$ cat src/rtl/sram_burst_reader.sv
// Burst reader: streams `length` consecutive SRAM words from base_addr into a
// 2-entry output FIFO with valid/ready handshake, 1-cycle SRAM read latency.
module sram_burst_reader #(
   parameter int ADDR_W = 14,
   parameter int DATA_W = 16
) (
   input  logic              clock,
   input  logic              reset,
   input  logic              start,
   input  logic [ADDR_W-1:0] base_addr,
   input  logic [ADDR_W:0]   length,
   output logic [ADDR_W-1:0] ReadAddress,
   input  logic [DATA_W-1:0] ReadBus,
   output logic [DATA_W-1:0] out_data,
   output logic              out_valid,
   input  logic              out_ready,
   output logic              busy,
   output logic              done
);

   typedef enum logic [1:0] {IDLE, ISSUE, DRAIN, DONE} state_t;

   state_t              r_state, w_next;
   logic [ADDR_W-1:0]   r_addr, r_next_addr;
   logic [ADDR_W:0]     r_remain;
   logic                r_inflight;
   logic [1:0]          r_count;
   logic [DATA_W-1:0]   r_mem [2];
   logic                r_rd_ptr, r_wr_ptr;

   logic                w_pop, w_issue;
   logic [2:0]          w_occ;

   assign w_pop   = (r_count != 2'd0) && out_ready;
   // Words held or already requested, net of this cycle's pop; pop implies count>=1.
   assign w_occ   = 3'(r_count) + 3'(r_inflight) - 3'(w_pop);
   assign w_issue = (r_state == ISSUE) && (w_occ < 3'd2);

   always_comb begin
      w_next = r_state;
      case (r_state)
         IDLE:  if (start) w_next = (length == '0) ? DONE : ISSUE;
         ISSUE: if (w_issue && r_remain == (ADDR_W+1)'(1)) w_next = DRAIN;
         DRAIN: if (!r_inflight && r_count == 2'd0) w_next = DONE;
         DONE:  w_next = IDLE;
         default: w_next = IDLE;
      endcase
   end

   always_ff @(posedge clock) begin
      if (reset) begin
         r_state     <= IDLE;
         r_addr      <= '0;
         r_next_addr <= '0;
         r_remain    <= '0;
         r_inflight  <= 1'b0;
         r_count     <= 2'd0;
         r_rd_ptr    <= 1'b0;
         r_wr_ptr    <= 1'b0;
         for (int i = 0; i < 2; i++) r_mem[i] <= '0;
      end else begin
         r_state <= w_next;
         if (r_state == IDLE && start) begin
            r_next_addr <= base_addr;
            r_remain    <= length;
         end
         if (w_issue) begin
            r_addr      <= r_next_addr;
            r_next_addr <= r_next_addr + 1'b1;
            r_remain    <= r_remain - 1'b1;
         end
         r_inflight <= w_issue;
         // The word requested last cycle is on ReadBus now.
         if (r_inflight) begin
            r_mem[r_wr_ptr] <= ReadBus;
            r_wr_ptr        <= ~r_wr_ptr;
         end
         if (w_pop) r_rd_ptr <= ~r_rd_ptr;
         r_count <= r_count + 2'(r_inflight) - 2'(w_pop);
      end
   end

   assign ReadAddress = r_addr;
   assign out_data    = r_mem[r_rd_ptr];
   assign out_valid   = (r_count != 2'd0);
   assign busy        = (r_state == ISSUE) || (r_state == DRAIN);
   assign done        = (r_state == DONE);

endmodule

$ cat config.mk
export PLATFORM = sky130hd
export DESIGN_NAME = sram_burst_reader
export DESIGN_NICKNAME = d
export VERILOG_FILES = /design/src/rtl/sram_burst_reader.sv
export SDC_FILE = /design/constraint.sdc
export NUM_CORES = 1
export LEC_CHECK = 0
export ABC_CLOCK_PERIOD_IN_PS = 6570
export CAP_MARGIN = 20
export CORE_MARGIN = 2
export CORE_UTILIZATION = 25
export DETAILED_ROUTE_END_ITERATION = 7
export MAX_ROUTING_LAYER = met4
export PLACE_DENSITY = 0.44
export SETUP_SLACK_MARGIN = 0.5
export SYNTH_ARGS = -nofsm -noshare
export SYNTH_HDL_FRONTEND = slang
export SYNTH_SLANG_ARGS = --single-unit
export TNS_END_PERCENT = 1
$ cat constraint.sdc
create_clock -name clock -period 6.57 [get_ports clock]
set_input_delay 1.6425 -clock clock [delete_from_list [all_inputs] [get_ports clock]]
set_output_delay 1.6425 -clock clock [all_outputs]
set_load 0.02 [all_outputs]
==> flow_summary.ini, run 1 <==
[sta]
max_freq_ghz = 0.216
final_max_slew_viol_count = 0
period_minus_slack_ns = 4.63
relSlewSlack = 0.371
setup_viol = 0
fin_crit_sh = 0.705
setup_tns_ns = 0
hold_viol = 0
rsz0062_at_grt = false
worst_pin_slew_ns = 0.944
clock-skew-final_ns = 0.00989

[synth]
synth_cell_type_count = 51
synth_compound_area_frac = 0.131
syn_inst = 416
synth_area_leader_cell = dfxtp_1
synth_edf_count = 32
netlist.area_leader.share = 0.256
avgSynthCellArea_um2 = 9.60
yosys_warnings = 0
synth_xor_area_frac = 0.0153
synth-simple-area-share = 0.243
ys_seq_area_frac = 0.496
async_flop_share = 0
syn_area_um2 = 4000
synthAdderAreaFrac = 0.0363
synth-main-ff-cell = dfxtp_1
synth_seq_cells = 83
synth_top_family_by_area = simple AND/OR/NAND/NOR gates
syn_nets = 476
yosys-mux-area-fraction = 0.0476
synth_area_leaders = dfxtp_1 (26%), edfxtp_1 (24%), and2_1 (6.0%)

[global_routing]
grt_pass1_vias = 3419
grt_overflow_total = 0
grt_max_degree = 58
groute.usage.overall = 0.140
grt_pass1_wl_mm = 17.6
antenna_found_initial = 0

[floorplanning]
num_rows = 46
dieWidth_um = 130
die_y_um = 130
die_area_um2 = 17000
initial_core_util = 0.253
io_pins = 82
core_area_um2 = 15800

[placed_design]
gp_congestion = 0.812
portBuffers = 81
place_hpwl_mm = 7.66
post_dp_cell_area_um2 = 5040

[drt]
via_per_inst = 4.69
dr_total_vias = 3351
drt-initial-drc-count = 217
drcViolationCount = 0
dr.pass1.iters = 4
drtAntennaViolNets = 0
routedWlPerCell_um = 15.5
routed_wl_mm = 11.1

[cts]
h-tree-depth = 3
clock_path_buffers = 2
cts-root-buf = clkbuf_16
cts_inserted_buffers = 9
postCtsHoldBufs = 0
clkTransAtPathRegs_ns = 0.06
cts_tree = yes
post_cts_buffers = 0
cts_resized = 0
cts_sinks = 83
clock_latency_ns = 0.35

[worst_hold_path]
holdPathStages = 2
holdPathEnd = ReadAddress[6]$_SDFFE_PP0N_
hp-start = ReadAddress[6]$_SDFFE_PP0N_
hold_class = reg -> reg

[worst_setup_path]
arrival_ns = 4.92
crit_top_cell = ha_1
cp.required_ns = 6.86
crit_type = in -> reg
start_kind = primary input
ff2ff_path_depth = 12
critPathMaxStageDelay_ns = 0.76
path_max_fanout = 12
critical_path.top_delay_family = compound AO/OA/AOI/OAI gates
crit_path_end_kind = flop
timing.rr.end = r_next_addr[11]$_SDFFE_PP0P_
r2r_start = r_count[1]$_SDFF_PP0_
crit_slowest_cell = a21oi_1
path_cells = clkdlybuf4s50_1 > and2_1 > ha_1 > inv_1 > ha_1 > fa_1 > nor2b_1 > a21oi_1 > buf_4 > nor2_1 > a221oi_1 > o21a_1
crit_buf_inv = 3
ff2ff_setup_slack_ns = 2.90

[flow_run]
max_cap_viol_count = 0

[final_layout]
mostFrequentLayoutCells = clkdlybuf4s50_1 (80), dfxtp_1 (51), nand2_1 (50)
drive_above_1_share = 0.0962
fin_nets = 554
area_delta_synth_final_pct = 34.0
n_antenna_cell = 0
layout_commonest_cell = clkdlybuf4s50_1
final_area_um2 = 5360

[power_and_ir_drop]
leakage_nw = 1.89
power.density_nw_per_um2 = 436
peakVddDrop_mv = 0.141

[run_status]
status = finished clean
[logic make-up after synthesis]
family | Yosys count
buffers and inverters | 32
AND/OR/NAND/NOR | 184
adder cells (fa/ha/maj) | 11
flip-flops | 83
AO/OA/AOI/OAI | 82
XOR/XNOR | 7
multiplexers | 17
[how the worst max path moves through the flow]
stage               slack, ns                           end       from  depth (start not counted)
floorplan                2.57     r_remain[12]$_SDFFE_PP0P_  out_ready                         10
global placement         1.67  r_next_addr[11]$_SDFFE_PP0P_  out_ready                         12
detailed placement       1.59   r_next_addr[9]$_SDFFE_PP0P_  out_ready                         11
CTS                      1.95   r_next_addr[9]$_SDFFE_PP0P_  out_ready                         11
global route             1.62   r_next_addr[9]$_SDFFE_PP0P_  out_ready                         11
finish                   1.94  r_next_addr[11]$_SDFFE_PP0P_  out_ready                         12
[metrics by stage]
| stage | utilization | setup WS (ns) | std cells | hold WS (ns) | power [mW] |
|---|---|---|---|---|---|
| floorplan | - | 2.57 | 416 | 0.442 | 1.47 |
| global placement | 0.320 | 1.67 | 699 | 0.447 | 1.80 |
| detailed placement | 0.320 | 1.59 | 699 | 0.451 | 1.81 |
| CTS | 0.340 | 1.95 | 715 | 0.459 | 2.36 |
| global route | 0.340 | 1.62 | 715 | 0.482 | 2.51 |
| finish | 0.340 | 1.94 | 715 | 0.452 | 2.33 |
[registers in the layout, summed over array words and instances (netlist names), named ones only]
register     flops
r_wr_ptr         1
r_state          2
r_next_addr     14
r_count          2
r_rd_ptr         1
r_inflight       1
r_mem           32
ReadAddress     14
r_remain        15
[report_power, final]
group,internal [mW],switching (mW)
clock,0.327,0.208
sequential,0.665,0.132
combinational,0.429,0.571
total,1.42,0.912
[worst reg2reg max path, cell delays in order (launching register included)]
cell and delay (ns):
dfxtp_1 0.35, or2_2 0.34, and2_1 0.20, ha_1 0.28, inv_1 0.04, ha_1 0.18, fa_1 0.55, nor2b_1 0.10
a21oi_1 0.76, buf_4 0.33, nor2_1 0.06, a221oi_1 0.26, o21a_1 0.15
[final cells by class]
class | count | area [um^2]
Clock buffer | 12 | 268
Multi-Input combinational cell | 301 | 1890
Sequential cell | 83 | 1980
Inverter | 12 | 45.0
Tap cell | 216 | 270
Fill cell | 1647 | 10400
Timing Repair Buffer | 87 | 851
Clock inverter | 4 | 47.5
[cell usage after synthesis, types with 2 or more instances]
master      n
nor2_1     40
o21a_1      2
a211oi_1    9
dfxtp_1    51
o21ai_0    14
a2111oi_0   2
xor2_1      2
or4_1       4
a21oi_1    25
or2_2       3
nor4_1      9
clkbuf_1   18
nand2_1    50
nor3b_1     3
nor4b_1     2
a31oi_1     9
nor4_4      2
or3_1       2
and3_1      3
nand4_1     5
o211ai_1    4
a222oi_1    2
a22oi_1     2
a221oi_1    4
mux2_2     16
ha_1       10
nand3_1     8
edfxtp_1   32
nor2b_1     4
nor3_1      4
inv_1      12
and2_1     38
xnor2_1     5
o31ai_1     2
a311oi_1    2
[per-layer routing]
metal / part of all wire / track usage
met5: 0 / -
met3: 0.051 / 0.0395
met4: 0.021 / 0.0482
met1: 0.47 / 0.173
met2: 0.46 / 0.220
Note: power is estimated with default switching activity, not from simulation.
==> inputs of run 2 (changes only) <==
--- a/config.mk
+++ b/config.mk
@@ -5,7 +5,7 @@
 export SDC_FILE = /design/constraint.sdc
 export NUM_CORES = 1
 export LEC_CHECK = 0
-export ABC_CLOCK_PERIOD_IN_PS = 6570
+export ABC_CLOCK_PERIOD_IN_PS = 4700
 export CAP_MARGIN = 20
 export CORE_MARGIN = 2
 export CORE_UTILIZATION = 25
==> constraint.sdc (replaced) <==
create_clock -name clock -period 4.7 [get_ports clock]
set_input_delay 1.175 -clock clock [delete_from_list [all_inputs] [get_ports clock]]
set_output_delay 1.175 -clock clock [all_outputs]
set_load 0.02 [all_outputs]
==> run 2 against run 1 <==
  * Setup slack worse by 1.1 ns
  * Combinational power is 43% higher
  * Largest cell class unchanged
  * Final cell count is 0.28% higher
  * Clock-buffer cell count is 1 lower
  * Total power is 41% higher
  * Critical endpoint is now r_next_addr[10]$_SDFFE_PP0P_
  * Largest power group unchanged
  * Wire length hardly changed
  * Sequential power is 39% higher
  * First-iteration DRC count is 8.8% lower
  * Global-route usage hardly changed
  * Cell area is 0.19% higher
  * Flip-flop and latch count stayed put
  * Clock power is 41% higher
==> flow_summary.ini, run 2 (synthesized netlist as in run 1, its figures left out) <==
[run_status]
status = finished clean

[drt]
wl_met3_um = 580
drcViolationCount = 0
routedWlPerCell_um = 15.5
drt-initial-drc-count = 198
met1Wirelength_mm = 5.15
routed_wl_mm = 11.1
met2_length_mm = 5.28
via_per_inst = 4.71
dr.pass1.iters = 4
dr.max_layer_used = met4
dr_total_vias = 3379
drtAntennaViolNets = 0

[placed_design]
post_dp_cell_area_um2 = 5050
dp_slack_ns = 0.500
portBuffers = 81
place_hpwl_mm = 7.63
gp_congestion = 0.755

[sta]
period_minus_slack_ns = 3.83
setup_ws_ns = 0.866
fin_crit_sh = 0.816
relSlewSlack = 0.471
worst_pin_slew_ns = 0.792
setup_tns_ns = 0
setup_viol = 0
rsz0062_at_grt = false
final_max_slew_viol_count = 0
timing.hold.ws_ns = 0.456
max_freq_ghz = 0.261
clock-skew-final_ns = 0.00627
hold_viol = 0

[cts]
h-tree-depth = 3
cts_sinks = 83
cts_inserted_buffers = 9
cts_tree = yes
postCtsHoldBufs = 0
cts_resized = 0
cts-root-buf = clkbuf_16
clock_latency_ns = 0.34
post_cts_buffers = 0
clock_path_buffers = 2
clkTransAtPathRegs_ns = 0.06

[floorplanning]
die_y_um = 130
die_area_um2 = 17000
io_pins = 82
num_rows = 46
core_area_um2 = 15800
initial_core_util = 0.253
dieWidth_um = 130

[final_layout]
area_delta_synth_final_pct = 34.3
drive_above_1_share = 0.0958
n_antenna_cell = 0
layout_commonest_cell = clkdlybuf4s50_1
fin_nets = 556
mostFrequentLayoutCells = clkdlybuf4s50_1 (80), dfxtp_1 (51), nand2_1 (50)
top_register = r_mem
largestRegisters = r_mem (32), r_remain (15)
nFillCells = 1673
final_area_um2 = 5370
largest_reg_flops = 32

[global_routing]
grt_pass1_wl_mm = 17.8
grt_overflow_total = 0
grt_pass1_vias = 3402
antenna_found_initial = 0
groute.usage.overall = 0.140
grt_max_degree = 55

[power_and_ir_drop]
power.density_nw_per_um2 = 615
peakVddDrop_mv = 0.236
leakage_nw = 1.89

[worst_setup_path]
crit_type = in -> reg
cp.required_ns = 4.95
start_kind = primary input
crit_path_end_kind = flop
path_max_fanout = 28
arrival_ns = 4.09

[worst_hold_path]
hold_class = reg -> reg

[flow_run]
max_cap_viol_count = 0
[run 2: changes by cell type in the layout (fill, tap and decap cells not counted)]
cell / delta
clkinvlp_2: +1
bufinv_16: +1
clkbuf_1: +1
clkbuf_16: -1
clkinv_4: +1
clkinvlp_4: -1
clkinv_1: +1
clkbuf_8: -1
buf_4: +2
clkinv_2: -2
[run 2: final timing paths]
path	startpoint	cells after the start	slack, ns	end
max	out_ready	12	0.87	r_next_addr[10]$_SDFFE_PP0P_
min	ReadAddress[4]$_SDFFE_PP0N_	2	0.46	ReadAddress[4]$_SDFFE_PP0N_
max reg2reg	r_count[1]$_SDFF_PP0_	12	1.37	r_next_addr[10]$_SDFFE_PP0P_
min reg2reg	ReadAddress[4]$_SDFFE_PP0N_	2	0.46	ReadAddress[4]$_SDFFE_PP0N_
[run 2: routing by layer]
metal,global-route usage,up-vias
met1,0.176,1609
met3,0.0358,9
met2,0.228,101
met4,0.0319,0
met5,-,-
li1,-,1660
[run 2: through the flow]
stage | std cells | total power [mW] | util
global route | 717 | 3.55 | 0.340
CTS | 717 | 3.33 | 0.340
floorplan | 416 | 2.05 | -
detailed placement | 701 | 2.56 | 0.321
global placement | 701 | 2.54 | 0.321
finish | 717 | 3.30 | 0.340
[run 2: final cells by class]
class	instances	area [um^2]	share of cell area
clock inverters	5	77.6	0.0145
flip-flops and latches	83	1980	0.369
well taps	216	270	0.0504
repair buffers	89	866	0.161
multi-input cells	301	1890	0.353
clock buffers	11	233	0.0434
inverters	12	45.0	0.00840
[run 2: worst max-delay path: stages]
cell,delay [ns]
clkdlybuf4s50_1,0.39
and2_1,0.16
ha_1,0.27
inv_1,0.04
ha_1,0.19
fa_1,0.50
nor2b_1,0.27
nand2_1,0.14
buf_4,0.25
nor3_1,0.34
a211oi_1,0.13
nor4_1,0.21
[run 2: power breakdown]
part           total, mW  internal (mW)  switching, mW
clock              0.756          0.464          0.292
sequential          1.11          0.929          0.186
combinational       1.43          0.614          0.814
total               3.30           2.01           1.29
==> inputs of run 3 (changes only) <==
--- a/config.mk
+++ b/config.mk
@@ -5,7 +5,7 @@
 export SDC_FILE = /design/constraint.sdc
 export NUM_CORES = 1
 export LEC_CHECK = 0
-export ABC_CLOCK_PERIOD_IN_PS = 4700
+export ABC_CLOCK_PERIOD_IN_PS = 3700
 export CAP_MARGIN = 20
 export CORE_MARGIN = 2
 export CORE_UTILIZATION = 25
==> constraint.sdc (replaced) <==
create_clock -name clock -period 3.7 [get_ports clock]
set_input_delay 0.925 -clock clock [delete_from_list [all_inputs] [get_ports clock]]
set_output_delay 0.925 -clock clock [all_outputs]
set_load 0.02 [all_outputs]
==> run 3 against run 2 <==
  * Final cell count is 3.1% higher
  * Flip-flop and latch count unchanged
  * First-iteration DRC count rose by 12%
  * Sequential power grew 26%
  * Sequential share of layout area down 1.7 points
  * Clock-buffer cell count unchanged
  * Wire length up 2.6%
  * Total power increased by 36%
  * Register-to-register slack lost 0.69 ns
==> flow_summary.ini, run 3 (synthesized netlist as in run 1, its figures left out) <==
[global_routing]
grt_pass1_wl_mm = 18.4
antenna_found_initial = 0
grt_pass1_vias = 3594
groute.usage.overall = 0.144
grt_max_degree = 32
grt_overflow_total = 0

[drt]
routed_wl_mm = 11.4
drtAntennaViolNets = 0
routedWlPerCell_um = 15.4
dr.pass1.iters = 7
drt-initial-drc-count = 221
dr_total_vias = 3500
via_per_inst = 4.74
drcViolationCount = 0

[final_layout]
mostFrequentLayoutCells = clkdlybuf4s50_1 (79), dfxtp_1 (50), nand2_1 (49)
drive_above_1_share = 0.168
n_antenna_cell = 0
layout_commonest_cell = clkdlybuf4s50_1
fin_nets = 578
largestRegisters = r_mem (32), r_remain (15)
area_delta_synth_final_pct = 40.9
top_register = r_mem
largest_reg_flops = 32

[floorplanning]
core_area_um2 = 15800
initial_core_util = 0.253
die_area_um2 = 17000
die_y_um = 130
num_rows = 46
io_pins = 82
dieWidth_um = 130

[cts]
cts_tree = yes
cts_sinks = 83
cts_inserted_buffers = 9
clkTransAtPathRegs_ns = 0.06
clock_path_buffers = 2
postCtsHoldBufs = 0
cts-root-buf = clkbuf_16
h-tree-depth = 3
clock_latency_ns = 0.34

[worst_setup_path]
path_max_fanout = 4
arrival_ns = 3.32
start_kind = primary input
cp.required_ns = 3.93
crit_path_end_kind = flop
crit_type = in -> reg

[sta]
hold_viol = 0
setup_tns_ns = 0
final_max_slew_viol_count = 0
period_minus_slack_ns = 3.08
setup_viol = 0
relSlewSlack = 0.501
max_freq_ghz = 0.325
worst_pin_slew_ns = 0.748
clock-skew-final_ns = 0.00549
rsz0062_at_grt = false
fin_crit_sh = 0.833

[placed_design]
portBuffers = 81
gp_congestion = 0.828
place_hpwl_mm = 7.97

[power_and_ir_drop]
power.density_nw_per_um2 = 795
finalPower_mw = 4.47
peakVddDrop_mv = 0.341
leakage_nw = 2.02

[worst_hold_path]
hold_class = reg -> reg

[flow_run]
max_cap_viol_count = 0

[run_status]
status = finished clean
==> run 3: cell types whose count changed in the layout (fill, tap and decap cells not counted), sizes merged <==
cell and delta:
buf +22, bufinv -1, clkdlybuf4s50 -1, clkinv +1
dlygate4sd2 +1
==> run 3: report_power, final <==
group / leakage [nW] / internal (mW) / switching [mW]
combinational: 1.12 / 0.999 / 1.15
sequential: 0.750 / 1.18 / 0.215
clock: 0.149 / 0.555 / 0.369
total: 2.02 / 2.74 / 1.74
==> run 3: repair_timing <==
| item | CTS | global route |
|---|---|---|
| setup buffers | 4 | 0 |
| gates cloned | 0 | 0 |
| setup endpoints to repair | 36 | 5 |
| pin swaps | 10 | 1 |
| gates resized for setup | 16 | 1 |
| endpoints found under the hold margin | 0 | 0 |
==> run 3: worst max-delay path: stages <==
cell	delay, ns
dlygate4sd2_1	0.23
and2_4	0.14
ha_4	0.25
inv_1	0.03
ha_2	0.16
fa_2	0.58
nor2b_2	0.07
buf_4	0.14
a21oi_2	0.13
buf_4	0.15
nor2_1	0.04
o21a_1	0.12
a2111oi_2	0.34
==> run 3: layer usage <==
layer | global-route usage | routed length [um] | vias up
met4 | 0.0363 | 81 | 0
met5 | - | 0 | -
met1 | 0.174 | 5270 | 1693
met2 | 0.236 | 5430 | 97
met3 | 0.0419 | 632 | 8
li1 | - | - | 1702
==> run 3: path summary, 6_finish.rpt <==
kind,end,slack [ns],cells past startpoint,from
setup / recovery,r_remain[8]$_SDFFE_PP0P_,0.62,13,out_ready
hold / removal,ReadAddress[4]$_SDFFE_PP0N_,0.45,2,ReadAddress[4]$_SDFFE_PP0N_
setup reg to reg,r_remain[8]$_SDFFE_PP0P_,0.68,13,r_count[1]$_SDFF_PP0_
hold reg to reg,ReadAddress[4]$_SDFFE_PP0N_,0.45,2,ReadAddress[4]$_SDFFE_PP0N_
==> run 3: metrics by stage <==
step | hold slack (ns) | instance area, um^2 | setup WS (ns) | std cells | util
floorplan | 0.442 | 4010 | 0.509 | 416 | -
global placement | 0.448 | 5210 | -0.00114 | 719 | 0.330
detailed placement | 0.451 | 5210 | -0.0568 | 719 | 0.330
CTS | 0.460 | 5630 | 0.631 | 739 | 0.357
global route | 0.479 | 5630 | 0.526 | 739 | 0.357
finish | 0.455 | 5630 | 0.619 | 739 | 0.357
==> run 3: layout make-up <==
class	count	area (um^2)
multi-input combinational	301	2000
tap	216	270
timing repair buffer	111	1030
clock buffer	11	253
fill	1667	10100
inverter	12	45.0
sequential	83	1980
clock inverter	5	51.3
==> variant 1, RTL diff (flow settings as in run 3) <==
Set the parameter `ADDR_W` to 13 (it was 14).
--- a/src/rtl/sram_burst_reader.sv
+++ b/src/rtl/sram_burst_reader.sv
@@ -1,7 +1,7 @@
 // Burst reader: streams `length` consecutive SRAM words from base_addr into a
 // 2-entry output FIFO with valid/ready handshake, 1-cycle SRAM read latency.
 module sram_burst_reader #(
-   parameter int ADDR_W = 14,
+   parameter int ADDR_W = 13,
    parameter int DATA_W = 16
 ) (
    input  logic              clock,
Interface: changed (resized ReadAddress, base_addr and length); port bits go from 82 to 79. No check against the original RTL was run, so the function may have changed too.
==> variant 1 against run 3 <==
  * Sequential cell count fell by 3
  * Critical endpoint is now r_next_addr[10]$_SDFFE_PP0P_
  * Wire length fell by 3.4%
  * Synthesized cell count fell by 6.5%
  * Largest power group unchanged
  * Setup slack improved by 120 ps
  * Synthesized area fell by 1.3%
  * Non-clock buffer count fell by 7
  * Final area fell by 1.7%
  * Total power fell by 4.9%
  * Sequential power fell by 5%
==> variant 1: results (changes against run 3) <==
GRT
  • Pin count of the biggest net entering global routing: 51 (was 32)
  • GRT Util Overall: 13.7% (was 14.4%)
  • M3 GR Usage: 4.13% (was 4.19%)
  • Met1 Use GR: 16.9% (was 17.4%)
  • Vias in the first global route: 3,243 (was 3,594)

Cells and area
  • Fill count: 1,599 (was 1,667)
  • Share of post-route cells with drive strength above 1: 19.5% (was 16.8%)
  • Top flop regs: r_mem: 32 flops, r_remain: 14 flops (was r_mem: 32 flops, r_remain: 15 flops)
  • Finished Layout Cells: 698 (was 739)
  • Fin nets: 540 (was 578)

STA
  • WHS: 458 ps (was 455 ps)
  • Clock Skew: 9.76 ps (was 5.49 ps)
  • Tcrit/Tclk final: 80.1% (was 83.3%)

Power
  • P_sw: 1.68 mW (was 1.74 mW)
  • Peak VDD IR: 0.238 mV (was 0.341 mV)

Place
  • Post-place instance area: 5040 sq um (was 5210 sq um)
  • Placed Cells: 674 (was 719)
  • Pre-CTS setup slack: -134 ps (was -56.8 ps)
  • # port buffers: 78 (was 81)
  • Placed wire-length estimate: 7360 um (was 7970 um)

Setup path
  • FF-to-FF setup slack: 740 ps (was 680 ps)

Detailed routing
  • Met1 WL: 5110 um (was 5270 um)
  • DR vias: 3,332 (was 3,500)
  • DR WL met2: 5190 um (was 5430 um)
  • Met3 WL post-DR: 608 um (was 632 um)

Synth
  • Synth cell count leaders: dfxtp_1 (48), nand2_1 (43), and2_1 (37) (was dfxtp_1 (51), nand2_1 (50), nor2_1 (40))
  • Sequential share of the synthesized area: 48.7% (was 49.6%)
  • Mapped Nets: 447 (was 476)
  • Top post-synthesis cells by area: dfxtp_1 (24%), edfxtp_1 (24%), and2_1 (5.9%), mux2_2 (4.6%), nand2_1 (4.1%) (was dfxtp_1 (26%), edfxtp_1 (24%), and2_1 (6.0%), nand2_1 (4.7%), mux2_2 (4.5%))

Min path
  • Start point of the worst hold path: ReadAddress[8]$_SDFFE_PP0N_ (was ReadAddress[4]$_SDFFE_PP0N_)
  • Worst Hold Endpoint: ReadAddress[8]$_SDFFE_PP0N_ (was ReadAddress[4]$_SDFFE_PP0N_)

Run status
  • Outcome: completed (unchanged)
variant 1: logic make-up after synthesis:
kind of cell,after synthesis,synth area share [%]
buf+inv,33,3.49
mux,17,4.82
simple gates,145,20.5
compound gates,96,16.8
fa+ha+maj,11,3.68
xor+xnor,7,1.94
flops,80,48.7
variant 1: area by class of cell:
type / instances / share of cell area [%]
clock inverters: 7 / 1.40
clock buffers: 9 / 4.07
flip-flops and latches: 80 / 34.7
repair buffers: 104 / 18.1
multi-input cells: 277 / 36.3
well taps: 211 / 4.77
inverters: 10 / 0.678
variant 1: repair_timing:
| item | in CTS | in global routing |
|---|---|---|
| gates resized for setup | 7 | 29 |
| buffers inserted | 0 | 5 |
| gates cloned | 1 | 2 |
| pin swaps | 0 | 6 |
| endpoints found under the hold margin | 0 | 0 |
| endpoints found under the setup margin | 27 | 37 |
==> variant 2, RTL diff (flow settings as in run 3) <==
Without the edit above. The 4 states of `state_t` get a one-hot encoding in 4 bits.
--- a/src/rtl/sram_burst_reader.sv
+++ b/src/rtl/sram_burst_reader.sv
@@ -18,7 +18,7 @@
    output logic              done
 );
 
-   typedef enum logic [1:0] {IDLE, ISSUE, DRAIN, DONE} state_t;
+   typedef enum logic [3:0] {IDLE = 4'b0001, ISSUE = 4'b0010, DRAIN = 4'b0100, DONE = 4'b1000} state_t;
 
    state_t              r_state, w_next;
    logic [ADDR_W-1:0]   r_addr, r_next_addr;
Behaviour: no difference found for any inputs over 10 cycles, from zero or initial values and one cycle with reset high; not proved beyond that.
==> variant 2 against run 3 <==
  * Synthesized area grew 0.69%
  * Global-route usage fell by 0.62 points
  * First-iteration DRC count fell by 3.6%
  * Die area is 0.67% higher
  * Setup slack worse by 24 ps
  * Final area down 0.13%
  * Wire length is 2.8% lower
  * Register-to-register slack hardly changed
  * Sequential cell count increased by 2
Power is not compared: it rests on default switching activity, and its combinational part moved more than twofold at a synthesized area within 25%.
==> variant 2: results (changes against run 3) <==
Detailed routing
  • DRT Pass-1 Iters: 4 (was 7)
  • Vias per inst: 4.77 (was 4.74)
  • Routed WL: 11,100 um (was 11,400 um)
  • DR vias: 3,442 (was 3,500)
  • 1st-iter DRT viols: 213 (was 221)
  • Met1 WL: 5160 um (was 5270 um)

Synth
  • Synthesized area per cell: 9.96 sq um (was 9.60 sq um)
  • Synth unique cells: 54 (was 51)
  • Synth cell count leaders: dfxtp_1 (53), nand2_1 (49), and2_1 (36) (was dfxtp_1 (51), nand2_1 (50), nor2_1 (40))
  • Sequential share of the synthesized area: 50.3% (was 49.6%)

STA
  • Max_slew headroom: 35.1% (was 50.1%)
  • Clock Skew: 3.26 ps (was 5.49 ps)
  • Tcrit/Tclk final: 83.9% (was 83.3%)

Cells and area
  • Share of post-route cells with drive strength above 1: 15.8% (was 16.8%)

GRT
  • GRT Util Overall: 13.7% (was 14.4%)
  • Met1 Use GR: 16.7% (was 17.4%)
  • Vias in the first global route: 3,490 (was 3,594)
  • Pin count of the biggest net entering global routing: 52 (was 32)
  • M2 GR Usage: 22.2% (was 23.6%)

Place
  • Pre-CTS setup slack: -43.2 ps (was -56.8 ps)
  • GPL Wtd Cong: 0.774 (was 0.828)
  • Placed Cells: 699 (was 719)

Run status
  • Outcome: completed (unchanged)

Setup path
  • Crit path from: r_state[2]$_SDFFE_PP0P_ (was out_ready)
  • Max FO, Critical Path: 6 (was 4)
  • Worst Reg-to-Reg Cells: 11 (was 13)
  • Reg2reg end: r_remain[14]$_SDFFE_PP0P_ (was r_remain[8]$_SDFFE_PP0P_)
  • Crit path to: busy (was r_remain[8]$_SDFFE_PP0P_)
  • Critical path arrival: 2180 ps (was 3320 ps)

Min path
  • Start point of the worst hold path: ReadAddress[13]$_SDFFE_PP0N_ (was ReadAddress[4]$_SDFFE_PP0N_)
  • Worst Hold Endpoint: ReadAddress[13]$_SDFFE_PP0N_ (was ReadAddress[4]$_SDFFE_PP0N_)

Clocking
  • PostCTS Resize Cnt: 4 (was 16)
-- variant 2: changes by cell type in the layout (fill, tap and decap cells not counted), sizes merged, moves of 6 or more --
cell / before / now
o21ai: 15 / 3
o311ai: 1 / 9
nor2: 41 / 15
or3: 3 / 9
-- variant 2: final cells by class --
cell class                      count  area (sq um)
Inverter                           11          45.0
Fill cell                        1636         10200
Tap cell                          216           270
Timing Repair Buffer              106          1020
Multi-Input combinational cell    287          1960
Clock inverter                      6          77.6
Sequential cell                    85          2020
Clock buffer                       10           229
-- variant 2: critical path, stage by stage, from the launching register on --
cell             delay (ps)
dfxtp_1                 470
or4b_2                  650
nand2_1                 110
clkdlybuf4s50_1         610
-- variant 2: kinds of logic (layout without fill, tap and decap cells) --
family                     Yosys count  count (layout)  share of synthesized area [%]
and+or+nand+nor                    176             177                           24.6
DFF                                 85              85                           50.3
AOI/OAI and AO/OA                   82              82                           13.9
buffers and inverters               33             133                           3.27
muxes                               18              18                           4.98
adders and majority gates            6               6                           2.05
xor gates and xnor gates             4               4                          0.871
